File: src/rtl/instruction_fetch_unit.sv
// Instruction fetch front end: issues one line request at a time to the I-cache
// and buffers returned bundles, tagged with their PC, in a small FIFO for decode.
module instruction_fetch_unit #(
    parameter int NFU = 2,
    parameter int PHYSICAL_ADDRESS_LENGTH = 56,
    parameter logic [PHYSICAL_ADDRESS_LENGTH-1:0] RESET_PC = '0,
    parameter int FIFO_DEPTH = 4
) (
    input  logic                               clk,
    input  logic                               rst,
    output logic [PHYSICAL_ADDRESS_LENGTH-1:0] icAddress,
    output logic                               icDoFetch,
    input  logic                               icDoneFetch,
    input  logic [NFU*32-1:0]                  icData,
    input  logic                               icMissed,
    input  logic                               redirectValid,
    input  logic [PHYSICAL_ADDRESS_LENGTH-1:0] redirectPc,
    output logic                               bundleValid,
    output logic [NFU*32-1:0]                  bundleData,
    output logic [PHYSICAL_ADDRESS_LENGTH-1:0] bundlePc,
    input  logic                               bundleReady
);
    localparam int PAL = PHYSICAL_ADDRESS_LENGTH;
    localparam int BW  = NFU * 32;
    localparam int PW  = $clog2(FIFO_DEPTH);
    localparam int CW  = PW + 1;
    localparam logic [PAL-1:0] STRIDE    = PAL'(NFU * 4);
    localparam logic [PAL-1:0] LINE_MASK = ~(STRIDE - PAL'(1));

    typedef enum logic [1:0] {IDLE, REQ, WAIT} state_t;

    state_t          state_reg;
    logic [PAL-1:0]  fetch_pc_reg;
    logic            do_fetch_reg;
    logic            discard_reg;

    logic [BW-1:0]   data_mem [FIFO_DEPTH];
    logic [PAL-1:0]  pc_mem   [FIFO_DEPTH];
    logic [PW-1:0]   wr_ptr_reg;
    logic [PW-1:0]   rd_ptr_reg;
    logic [CW-1:0]   count_reg;
    logic [CW-1:0]   count_next;
    logic            push;
    logic            pop;
    logic            has_space;
    logic [FIFO_DEPTH-1:0] entry_we;

    // A redirect flushes the buffer, so it overrides both a pop and a push in the same cycle.
    always_comb begin
        pop        = (count_reg != '0) && bundleReady && !redirectValid;
        push       = (state_reg == WAIT) && icDoneFetch && !icMissed && !discard_reg && !redirectValid;
        count_next = count_reg + CW'(push) - CW'(pop);
        has_space  = count_next < CW'(FIFO_DEPTH);
    end

    generate
        for (genvar gi = 0; gi < FIFO_DEPTH; gi++) begin : g_entry_we
            assign entry_we[gi] = push && (wr_ptr_reg == PW'(gi));
        end
    endgenerate

    always_ff @(posedge clk or posedge rst) begin
        if (rst) begin
            wr_ptr_reg <= '0;
            rd_ptr_reg <= '0;
            count_reg  <= '0;
            for (int i = 0; i < FIFO_DEPTH; i++) begin
                data_mem[i] <= '0;
                pc_mem[i]   <= '0;
            end
        end else if (redirectValid) begin
            wr_ptr_reg <= '0;
            rd_ptr_reg <= '0;
            count_reg  <= '0;
        end else begin
            for (int i = 0; i < FIFO_DEPTH; i++) begin
                if (entry_we[i]) begin
                    data_mem[i] <= icData;
                    pc_mem[i]   <= fetch_pc_reg;
                end
            end
            if (push) wr_ptr_reg <= wr_ptr_reg + PW'(1);
            if (pop)  rd_ptr_reg <= rd_ptr_reg + PW'(1);
            count_reg <= count_next;
        end
    end

    always_ff @(posedge clk or posedge rst) begin
        if (rst) begin
            state_reg    <= IDLE;
            fetch_pc_reg <= RESET_PC;
            do_fetch_reg <= 1'b0;
            discard_reg  <= 1'b0;
        end else if (redirectValid) begin
            fetch_pc_reg <= redirectPc & LINE_MASK;
            // Once the strobe has gone out the cache owes us a response, which must be swallowed.
            case (state_reg)
                IDLE: begin
                    state_reg    <= REQ;
                    do_fetch_reg <= 1'b1;
                    discard_reg  <= 1'b0;
                end
                REQ: begin
                    state_reg    <= WAIT;
                    do_fetch_reg <= 1'b0;
                    discard_reg  <= 1'b1;
                end
                WAIT: begin
                    if (icDoneFetch) begin
                        state_reg    <= REQ;
                        do_fetch_reg <= 1'b1;
                        discard_reg  <= 1'b0;
                    end else begin
                        state_reg    <= WAIT;
                        do_fetch_reg <= 1'b0;
                        discard_reg  <= 1'b1;
                    end
                end
                default: begin
                    state_reg    <= IDLE;
                    do_fetch_reg <= 1'b0;
                    discard_reg  <= 1'b0;
                end
            endcase
        end else begin
            case (state_reg)
                IDLE: begin
                    if (count_reg < CW'(FIFO_DEPTH)) begin
                        state_reg    <= REQ;
                        do_fetch_reg <= 1'b1;
                    end
                end
                REQ: begin
                    state_reg    <= WAIT;
                    do_fetch_reg <= 1'b0;
                end
                WAIT: begin
                    if (icDoneFetch) begin
                        discard_reg <= 1'b0;
                        if (push) fetch_pc_reg <= fetch_pc_reg + STRIDE;
                        if (has_space) begin
                            state_reg    <= REQ;
                            do_fetch_reg <= 1'b1;
                        end else begin
                            state_reg    <= IDLE;
                        end
                    end
                end
                default: begin
                    state_reg    <= IDLE;
                    do_fetch_reg <= 1'b0;
                    discard_reg  <= 1'b0;
                end
            endcase
        end
    end

    assign icAddress   = fetch_pc_reg;
    assign icDoFetch   = do_fetch_reg;
    assign bundleValid = count_reg != '0;
    assign bundleData  = bundleValid ? data_mem[rd_ptr_reg] : '0;
    assign bundlePc    = bundleValid ? pc_mem[rd_ptr_reg] : '0;

endmodule
File: config.mk
export PLATFORM = sky130hd
export DESIGN_NAME = instruction_fetch_unit
export DESIGN_NICKNAME = d
export VERILOG_FILES = /design/src/rtl/instruction_fetch_unit.sv
export SDC_FILE = /design/constraint.sdc
export NUM_CORES = 1
export LEC_CHECK = 0
export BUFFER_PORTS_ARGS = -buffer_cell sky130_fd_sc_hd__buf_2
export CAP_MARGIN = 20
export CORE_AREA = 2 2 277 169
export CTS_BUF_LIST = sky130_fd_sc_hd__clkbuf_4
export CTS_CLUSTER_SIZE = 12
export DETAILED_ROUTE_END_ITERATION = 7
export DIE_AREA = 0 0 279 171
export GPL_TIMING_DRIVEN = 1
export PLACE_DENSITY = 0.82
export SYNTH_ARGS = -nofsm -noshare
export SYNTH_HDL_FRONTEND = slang
export SYNTH_SLANG_ARGS = --single-unit
File: constraint.sdc
create_clock -name clk -period 36.9 [get_ports clk]
set_input_delay 5.535 -clock clk [delete_from_list [all_inputs] [get_ports clk]]
set_output_delay 5.535 -clock clk [all_outputs]
set_load 0.02 [all_outputs]
Word level (Yosys, flattened, before mapping)
Cells that the tools add are included.

Register bits after elaboration: 547. Logic and storage cells: 99. Bits of input ports: 126.

Multiplexer cells: 36. Equality and inequality tests: 9. Bitwise logic cells: 2. Order comparisons: 3. Reduce and logical (&&, ||, !) cells: 29. Add/subtract/negate cells: 5.

Operator list (count): $mux W56 (7); $mux W64 (3); $bmux W64 S2 (1); $bmux W56 S2 (1); $add A56 B4 Y56 const B (1); $mux W2 (8); $pmux W2 S3 (2); $reduce_and A2 Y1 (6); $logic_and A1 B1 Y1 (10); $mux W1 (9); $ne A3 B3 Y1 const B (3); $pmux W1 S2 (4); $reduce_bool A2 Y1 (4); $eq A2 B2 Y1 const B (3); $lt A3 B3 Y1 const B (2); $reduce_and A3 Y1 (2); $add A2 B1 Y2 const B (2); $eq A2 B1 Y1 const B (2); $logic_not A2 Y1 (2); $add A3 B1 Y3 (1); $ge A3 B3 Y1 const B (1); $logic_not A1 Y1 (3); $mux W3 (1); $not A2 Y3 (1); other kinds (5) (5).

Depth between registers and ports, before layout
Gate-level depths: netlist of run 1.

Depth after elaboration: 12. Gate-level depth with buffers: 14. Gate-level depth less buffers: 14.

Worst setup path after synthesis of run 1
OpenSTA, ideal clock, no wires.

Path kind: input -> register. Start point: input port redirectValid. End point: register state_reg[0]. Setup time: 0.121 ns. Path buffers: 4. Setup slack: 28.815 ns. Stages: 14. Arrival time: 7.964 ns. Path through: buf_2 > clkbuf_1 > clkbuf_1 > buf_1 > nor2_1 > ha_1 > inv_1 > ha_1 > inv_1 > fa_1 > xnor2_1 > o21ai_0 > nand2b_1 > a22o_1.

Word-level cells in the longest chain between the ends: 9. Elaborated cells on any way between the ends: 13.

Ends and longest elaborated chain: start, declared (line 16) `input logic redirectValid,`; $logic_not A1 Y1 (line 50, 51); $logic_and A1 B1 Y1 (line 51) `push = (state_reg == WAIT) && icDoneFetch && !icMissed && !discard_reg && !redirectValid;`; $add A3 B1 Y3 (line 52) `count_next = count_reg + CW'(push) - CW'(pop);`; $sub A3 B1 Y3 (line 52); $lt A3 B3 Y1 (line 53) `has_space = count_next < CW'(FIFO_DEPTH);`; $mux W1 (line 141) `if (has_space) begin`; $mux W2 (line 138) `if (icDoneFetch) begin`; $pmux W2 S3 (line 126) `case (state_reg)`; $mux W2 (line 94) `end else if (redirectValid) begin`; end signal, assigned (line 129) `state_reg <= REQ;`; end signal, assigned (line 142) `state_reg <= REQ;`; end signal, assigned (line 145) `state_reg <= IDLE;`; end, declared (line 32) `state_t state_reg;`.

Several ways; a longest one is shown, not always the timed one. The select of a mux whose other input is x is not followed. A chain may end at the register's enable or synchronous reset.

Worst setup path in the final report of run 1
Start point: register rd_ptr_reg[0]. End point: output port bundleData[57].

Word-level cells in the longest chain between the ends: 5.

Ends and longest elaborated chain: start, declared (line 40) `logic [PW-1:0] rd_ptr_reg;`; start signal, assigned (line 83) `if (pop) rd_ptr_reg <= rd_ptr_reg + PW'(1);`; $not A2 Y3 (not written as such) (line 161) `assign bundleData = bundleValid ? data_mem[rd_ptr_reg] : '0;`; $bmux W64 S2 (line 161); $mux W64 (not written as such) (2 in a row) (line 161); $mux W64 (line 161); end, declared (line 19) `output logic [NFU*32-1:0] bundleData,`.

No other way between the ends. The select of a mux whose other input is x is not followed.

==> metrics.cfg, run 1 <==
[synthesis]
ys_ff_latch = 532
synth_cell_types = 48
synth-edff-count = 0
ys_seq_area_share_pct = 54.0
yosysWarnings = 0
synthCells = 1715
async_flop_share_pct = 100
syn-cell-area_um2 = 24600
syn_area_per_cell_um2 = 14.4
ys.flop_type = dfrtp_1

[global_route]
grt_max_degree = 180
grt_pass1_vias = 16900
grt_pass1_wl_um = 92100
antenna_found_initial = 7
grt-ovfl-total = 0
track_usage_pct = 24.8

[floorplanning]
ios = 304
die_h_um = 171
num_rows = 61
core_um2 = 45600
initial_utilization_pct = 54.1
die_width_um = 279
dieArea_um2 = 47700

[pwr]
vdd_ir_drop_max_uv = 35.6
power.share.clock_pct = 31.6
sw_frac_of_total_pct = 30.6
power_frac_comb_pct = 23.8
p_int_uw = 1110
p_sw_uw = 491
powerDensity_nw_per_um2 = 56.9
pwr-share-seq_pct = 44.7
leakage_uw = 0.0141

[routing]
wirelength_um = 58300
vias = 15800
drc = 0
ant_nets = 0
drt_pass1_iterations = 5
drtIter0Drc = 1090
drt-vias-per-instance = 5.80
wl_per_cell_um = 21.4

[sta]
tns_ns = 0
fmax_mhz = 102
finalSetupViolations = 0
slew-limit-headroom_pct = 28.8
hold_viol = 0
rsz0062_at_grt = no
final.min_clock_period_ns = 9.82
whs_ns = 0.488
fin_crit_sh_pct = 26.6
slew_viol_final = 0
worst_slew_pin_slew_ns = 1.07
timing.final.ws_setup_ns = 27.08
skew_ns = 0.0909

[place]
place_congestion = 0.887
pre_cts_slack_ns = 27.75
dp_hpwl_um = 36000
io_buffers = 294

[worst_setup_path]
start_kind = flip-flop
cp.arrival_ns = 4.29
cp_max_fo = 51
required_ns = 31.36
critical_path_class = flip-flop to output port
end_kind = output port

[outcome]
status = completed

[clocking]
cts_buffers = 131
ctsRootBufferMaster = clkbuf_4
cts_tree = yes
clockBufferDepth = 3
cts_hold_buffers = 0
clk_pin_slew_ns = 0.06
cts.sinks = 532
cts_setup_buffers = 0
clk_latency_ns = 0.86
cts-resized-gates = 0
htree_levels = 4

[finish]
drive_gt1_share_pct = 52.7
fin_nets = 2167
top_register = data_mem
largest_register_ffs = 256
area_delta_synth_final_pct = 14.6

[job]
maxCapViolCount = 0

[hold_path]
hp-class = flip-flop to flip-flop

[synthesized netlist by cell type, types with 17 or more instances]
| cell | instances | share of area (%) |
|---|---|---|
| nand2_1 | 74 | 1.1 |
| mux2_2 | 468 | 21 |
| clkbuf_1 | 88 | 1.3 |
| mux4_2 | 117 | 11 |
| nand3_1 | 32 | 0.65 |
| and2_1 | 122 | 3.1 |
| xor2_1 | 32 | 1.1 |
| dfrtp_1 | 532 | 54 |
| nand4_1 | 23 | 0.58 |
| buf_1 | 19 | 0.29 |
| o21ai_0 | 48 | 0.97 |
| nor2_1 | 17 | 0.26 |
[cells by family (layout without fill, tap and decap cells)]
family / count (synthesis) / after routing / share of synthesized area [%]
mux: 587 / 587 / 32.2
buf+inv: 146 / 546 / 2.64
compound gates: 70 / 70 / 1.59
fa+ha+maj: 12 / 12 / 0.640
xor+xnor: 44 / 44 / 1.56
flops: 532 / 532 / 54.0
other cells: 1 / 11 / 0.0152
simple gates: 323 / 323 / 7.37
[per-layer routing]
layer,vias to the layer above,GRT usage (%),wire length [um]
met3,114,5.27,3020
met5,-,0,0
met4,0,8.98,1220
met1,8312,33.9,25700
met2,459,39.8,28300
li1,6916,-,-
[area by class of cell]
cell class / instances / area (um2)
fill: 3430 / 17300
sequential: 532 / 13300
multi-input combinational: 1042 / 10700
timing repair buffer: 312 / 1670
clock buffer: 186 / 1400
tap: 598 / 748
clock inverter: 38 / 309
inverter: 10 / 45.0
antenna: 5 / 12.5
[power groups by stage]
| stage | logic [uW] | clock network (uW) | registers (uW) |
|---|---|---|---|
| after global routing | 414 | 554 | 729 |
| after floorplan | 294 | 0 | 702 |
| after CTS | 386 | 522 | 717 |
| final | 382 | 507 | 717 |
| after global placement | 375 | 0 | 719 |
| after detailed placement | 385 | 0 | 727 |
[cell usage in the layout, fill, tap and decap left out, types with 3 or more instances in the layout]
master,synthesis,routed
nand2_1,74,70
buf_2,13,293
a21oi_1,4,4
and2_1,122,122
nor2b_1,4,4
and4_1,11,11
clkinv_4,0,5
or3_4,2,3
a31oi_1,6,6
diode_2,0,5
buf_4,8,15
nand3_1,32,32
nand2_4,0,4
nand4_1,23,23
clkinv_1,0,20
and3_1,4,4
mux4_2,117,117
clkbuf_4,1,186
o21ai_0,48,48
o31ai_1,3,3
or4_1,8,8
mux2_2,468,468
bufinv_16,0,4
ha_1,11,11
dfrtp_1,532,530
nor3_1,4,4
conb_1,1,6
o211ai_1,4,4
nor4_1,7,7
nand2b_1,3,3
nor2_1,17,17
xnor2_1,12,12
xor2_1,32,32
inv_1,10,9
inv_6,0,6
[worst max-delay path, cell delays in order (launching register included)]
cell,delay [ns]
dfrtp_4,0.87
buf_4,0.89
buf_4,0.74
mux4_2,0.58
and2_1,0.22
buf_2,0.18
[per-stage QoR]
| step | utilization [%] | total power, uW | cell area, um2 | cells |
|---|---|---|---|---|
| after floorplan | - | 996 | 24700 | 1720 |
| after global placement | 58.0 | 1090 | 26400 | 2491 |
| after detailed placement | 58.0 | 1110 | 26400 | 2491 |
| after CTS | 61.8 | 1630 | 28200 | 2715 |
| after global routing | 62.0 | 1700 | 28200 | 2722 |
| final | 62.0 | 1610 | 28200 | 2723 |
[worst paths after layout]
kind                                    start             end  slack [ns]  cells after the start
min in group asynchronous                 rst   data_mem[253]        4.86                      2
worst max-delay path            rd_ptr_reg[0]  bundleData[57]       27.08                      5
worst min-delay path                icDoFetch       icDoFetch        0.49                      1
worst min register to register      icDoFetch       icDoFetch        0.49                      1
worst max register to register   count_reg[1]    state_reg[0]       33.35                     13
max in group asynchronous                 rst    data_mem[91]       29.94                      4
No activity file was read; power rests on OpenSTA's default activity.
==> inputs of run 2 (changes only) <==
--- a/config.mk
+++ b/config.mk
@@ -13,7 +13,7 @@
 export DETAILED_ROUTE_END_ITERATION = 7
 export DIE_AREA = 0 0 279 171
 export GPL_TIMING_DRIVEN = 1
-export PLACE_DENSITY = 0.82
+export PLACE_DENSITY = 0.85
 export SYNTH_ARGS = -nofsm -noshare
 export SYNTH_HDL_FRONTEND = slang
 export SYNTH_SLANG_ARGS = --single-unit
==> constraint.sdc (replaced) <==
create_clock -name clk -period 7.9 [get_ports clk]
set_input_delay 1.185 -clock clk [delete_from_list [all_inputs] [get_ports clk]]
set_output_delay 1.185 -clock clk [all_outputs]
set_load 0.02 [all_outputs]
==> run 2 against run 1 <==
Against the previous run:
- die area stayed put
- setup slack worse by 24 ns
- critical path depth is 1 lower
- flip-flop and latch count stayed put
- global-route usage is 0.081 points lower
- clock power grew to 4.2 times the previous value
- cell count is 0.37% lower
- largest cell class unchanged
- largest power group unchanged
==> metrics.cfg, run 2 (synthesis results as in run 1) <==
[worst_setup_path]
cp.arrival_ns = 3.43  ; -0.86 ns
cp_max_fo = 83  ; +63%
required_ns = 6.71  ; -24.65 ns
end_kind = output port
start_kind = flip-flop
critical_path_class = flip-flop to output port

[global_route]
met3_usage_pct = 5.11  ; -0.16 points
grt-ovfl-total = 0  ; unchanged
grtUsageMet1_pct = 34.3  ; +0.48 points
track_usage_pct = 24.7  ; -0.081 points
grt_util_met2_pct = 39.4  ; -0.38 points
grt_max_degree = 190  ; +5.6%
grt_pass1_vias = 17000  ; +0.91%
grt_pass1_wl_um = 92700  ; +0.64%
grt_busiest_layer = met2
antenna_found_initial = 8  ; +1

[clocking]
clk_latency_ns = 0.82  ; -0.04 ns
ctsRootBufferMaster = clkbuf_4
cts.sinks = 532  ; unchanged
cts-resized-gates = 0  ; unchanged
cts_buffers = 121  ; -7.6%
cts_hold_buffers = 0  ; unchanged
clockBufferDepth = 3  ; unchanged
cts_setup_buffers = 0  ; unchanged
htree_levels = 3  ; -1
clk_pin_slew_ns = 0.08  ; +0.02 ns
cts_tree = yes

[sta]
whs_ns = 0.486  ; -0.00227 ns
finalSetupViolations = 0  ; unchanged
slew-limit-headroom_pct = 25.3  ; -3.5 points
timing.final.ws_setup_ns = 3.28  ; -23.79 ns
tns_ns = 0  ; unchanged
fin_crit_sh_pct = 58.4
rsz0062_at_grt = no
skew_ns = 0.0486  ; -0.0423 ns
slew_viol_final = 0  ; unchanged
final.min_clock_period_ns = 4.62
fmax_mhz = 217
worst_slew_pin_slew_ns = 1.12  ; +0.0529 ns
hold_viol = 0  ; unchanged

[routing]
vias = 15700  ; -0.44%
wl_per_cell_um = 21.4  ; -0.24%
drtIter0Drc = 1254  ; +15%
drt_pass1_iterations = 4  ; -1
ant_nets = 0  ; unchanged
drc = 0  ; unchanged
drt-vias-per-instance = 5.80  ; about the same
wirelength_um = 57900  ; -0.61%

[outcome]
status = completed

[finish]
area_delta_synth_final_pct = 13.7
final_cell_mix = dfrtp_1 (530), mux2_2 (468), buf_2 (293), clkbuf_4 (181), and2_1 (122)
top_register = data_mem
largest_register_ffs = 256  ; unchanged
final_util_pct = 61.5  ; -0.51 points
fin_nets = 2154  ; -0.60%
layout_commonest_cell = dfrtp_1
drive_gt1_share_pct = 52.3  ; -0.49 points

[floorplanning]
die_width_um = 279  ; unchanged
num_rows = 61  ; unchanged
die_h_um = 171  ; unchanged
core_um2 = 45600  ; unchanged
initial_utilization_pct = 54.1  ; unchanged
ios = 304  ; unchanged
dieArea_um2 = 47700  ; unchanged

[pwr]
leakage_uw = 0.0140  ; -0.81%
powerDensity_nw_per_um2 = 260  ; +360%
vdd_ir_drop_max_uv = 180  ; +410%

[place]
pre_cts_slack_ns = 3.72  ; -24.02 ns
io_buffers = 294  ; unchanged
place_congestion = 0.863  ; -2.8%
dp_hpwl_um = 36400  ; +0.86%

[job]
maxCapViolCount = 0  ; unchanged

[hold_path]
hp-class = primary input to asynchronous set/reset pin

==> run 2: cell types whose count changed in the layout (fill, tap and decap cells not counted), sizes merged <==
cell    delta
clkinv     +6
clkbuf     -5
bufinv     -4
buf        -3
inv        -3
diode      -1
==> run 2: layer usage <==
metal | part of all wire [%] | vias up
met3 | 5.4 | 108
met5 | 0 | -
li1 | - | 6894
met4 | 2.1 | 0
met1 | 44 | 8237
met2 | 48 | 492
==> run 2: layout make-up <==
| type | count | area (um2) |
|---|---|---|
| diodes | 4 | 10.0 |
| repair buffers | 309 | 1620 |
| well taps | 598 | 748 |
| fillers | 3414 | 17600 |
| flip-flops and latches | 532 | 13300 |
| clock buffers | 181 | 1360 |
| inverters | 10 | 41.3 |
| multi-input cells | 1042 | 10700 |
| clock inverters | 37 | 171 |
==> run 2: power by group <==
group	switching, uW	internal (uW)	leakage (uW)
clock	1080	1050	0.000919
combinational	884	918	0.00589
sequential	285	3060	0.00721
==> run 2: critical path, stage by stage, from the launching register on <==
cell,delay (ns)
dfrtp_4,0.89
buf_12,0.55
mux4_2,0.61
and2_1,0.20
buf_2,0.17
==> run 2: final timing paths <==
path / from / endpoint / slack, ns / cells past startpoint
setup / recovery: rd_ptr_reg[0] / bundlePc[50] / 3.28 / 4
hold / removal: rst / pc_mem[123] / 0.49 / 3
setup reg to reg: state_reg[0] / data_mem[90] / 4.34 / 7
hold reg to reg: data_mem[53] / data_mem[53] / 0.50 / 1
max in group asynchronous: rst / pc_mem[176] / 5.57 / 4
min in group clk: data_mem[53] / data_mem[53] / 0.50 / 1
==> run 2: metrics by stage <==
stage / instances / power, uW / instance area [um2]
floorplan: 1720 / 4650 / 24700
global placement: 2491 / 5110 / 26500
detailed placement: 2491 / 5210 / 26500
CTS: 2709 / 7370 / 28000
global route: 2713 / 7690 / 28000
finish: 2713 / 7280 / 28000
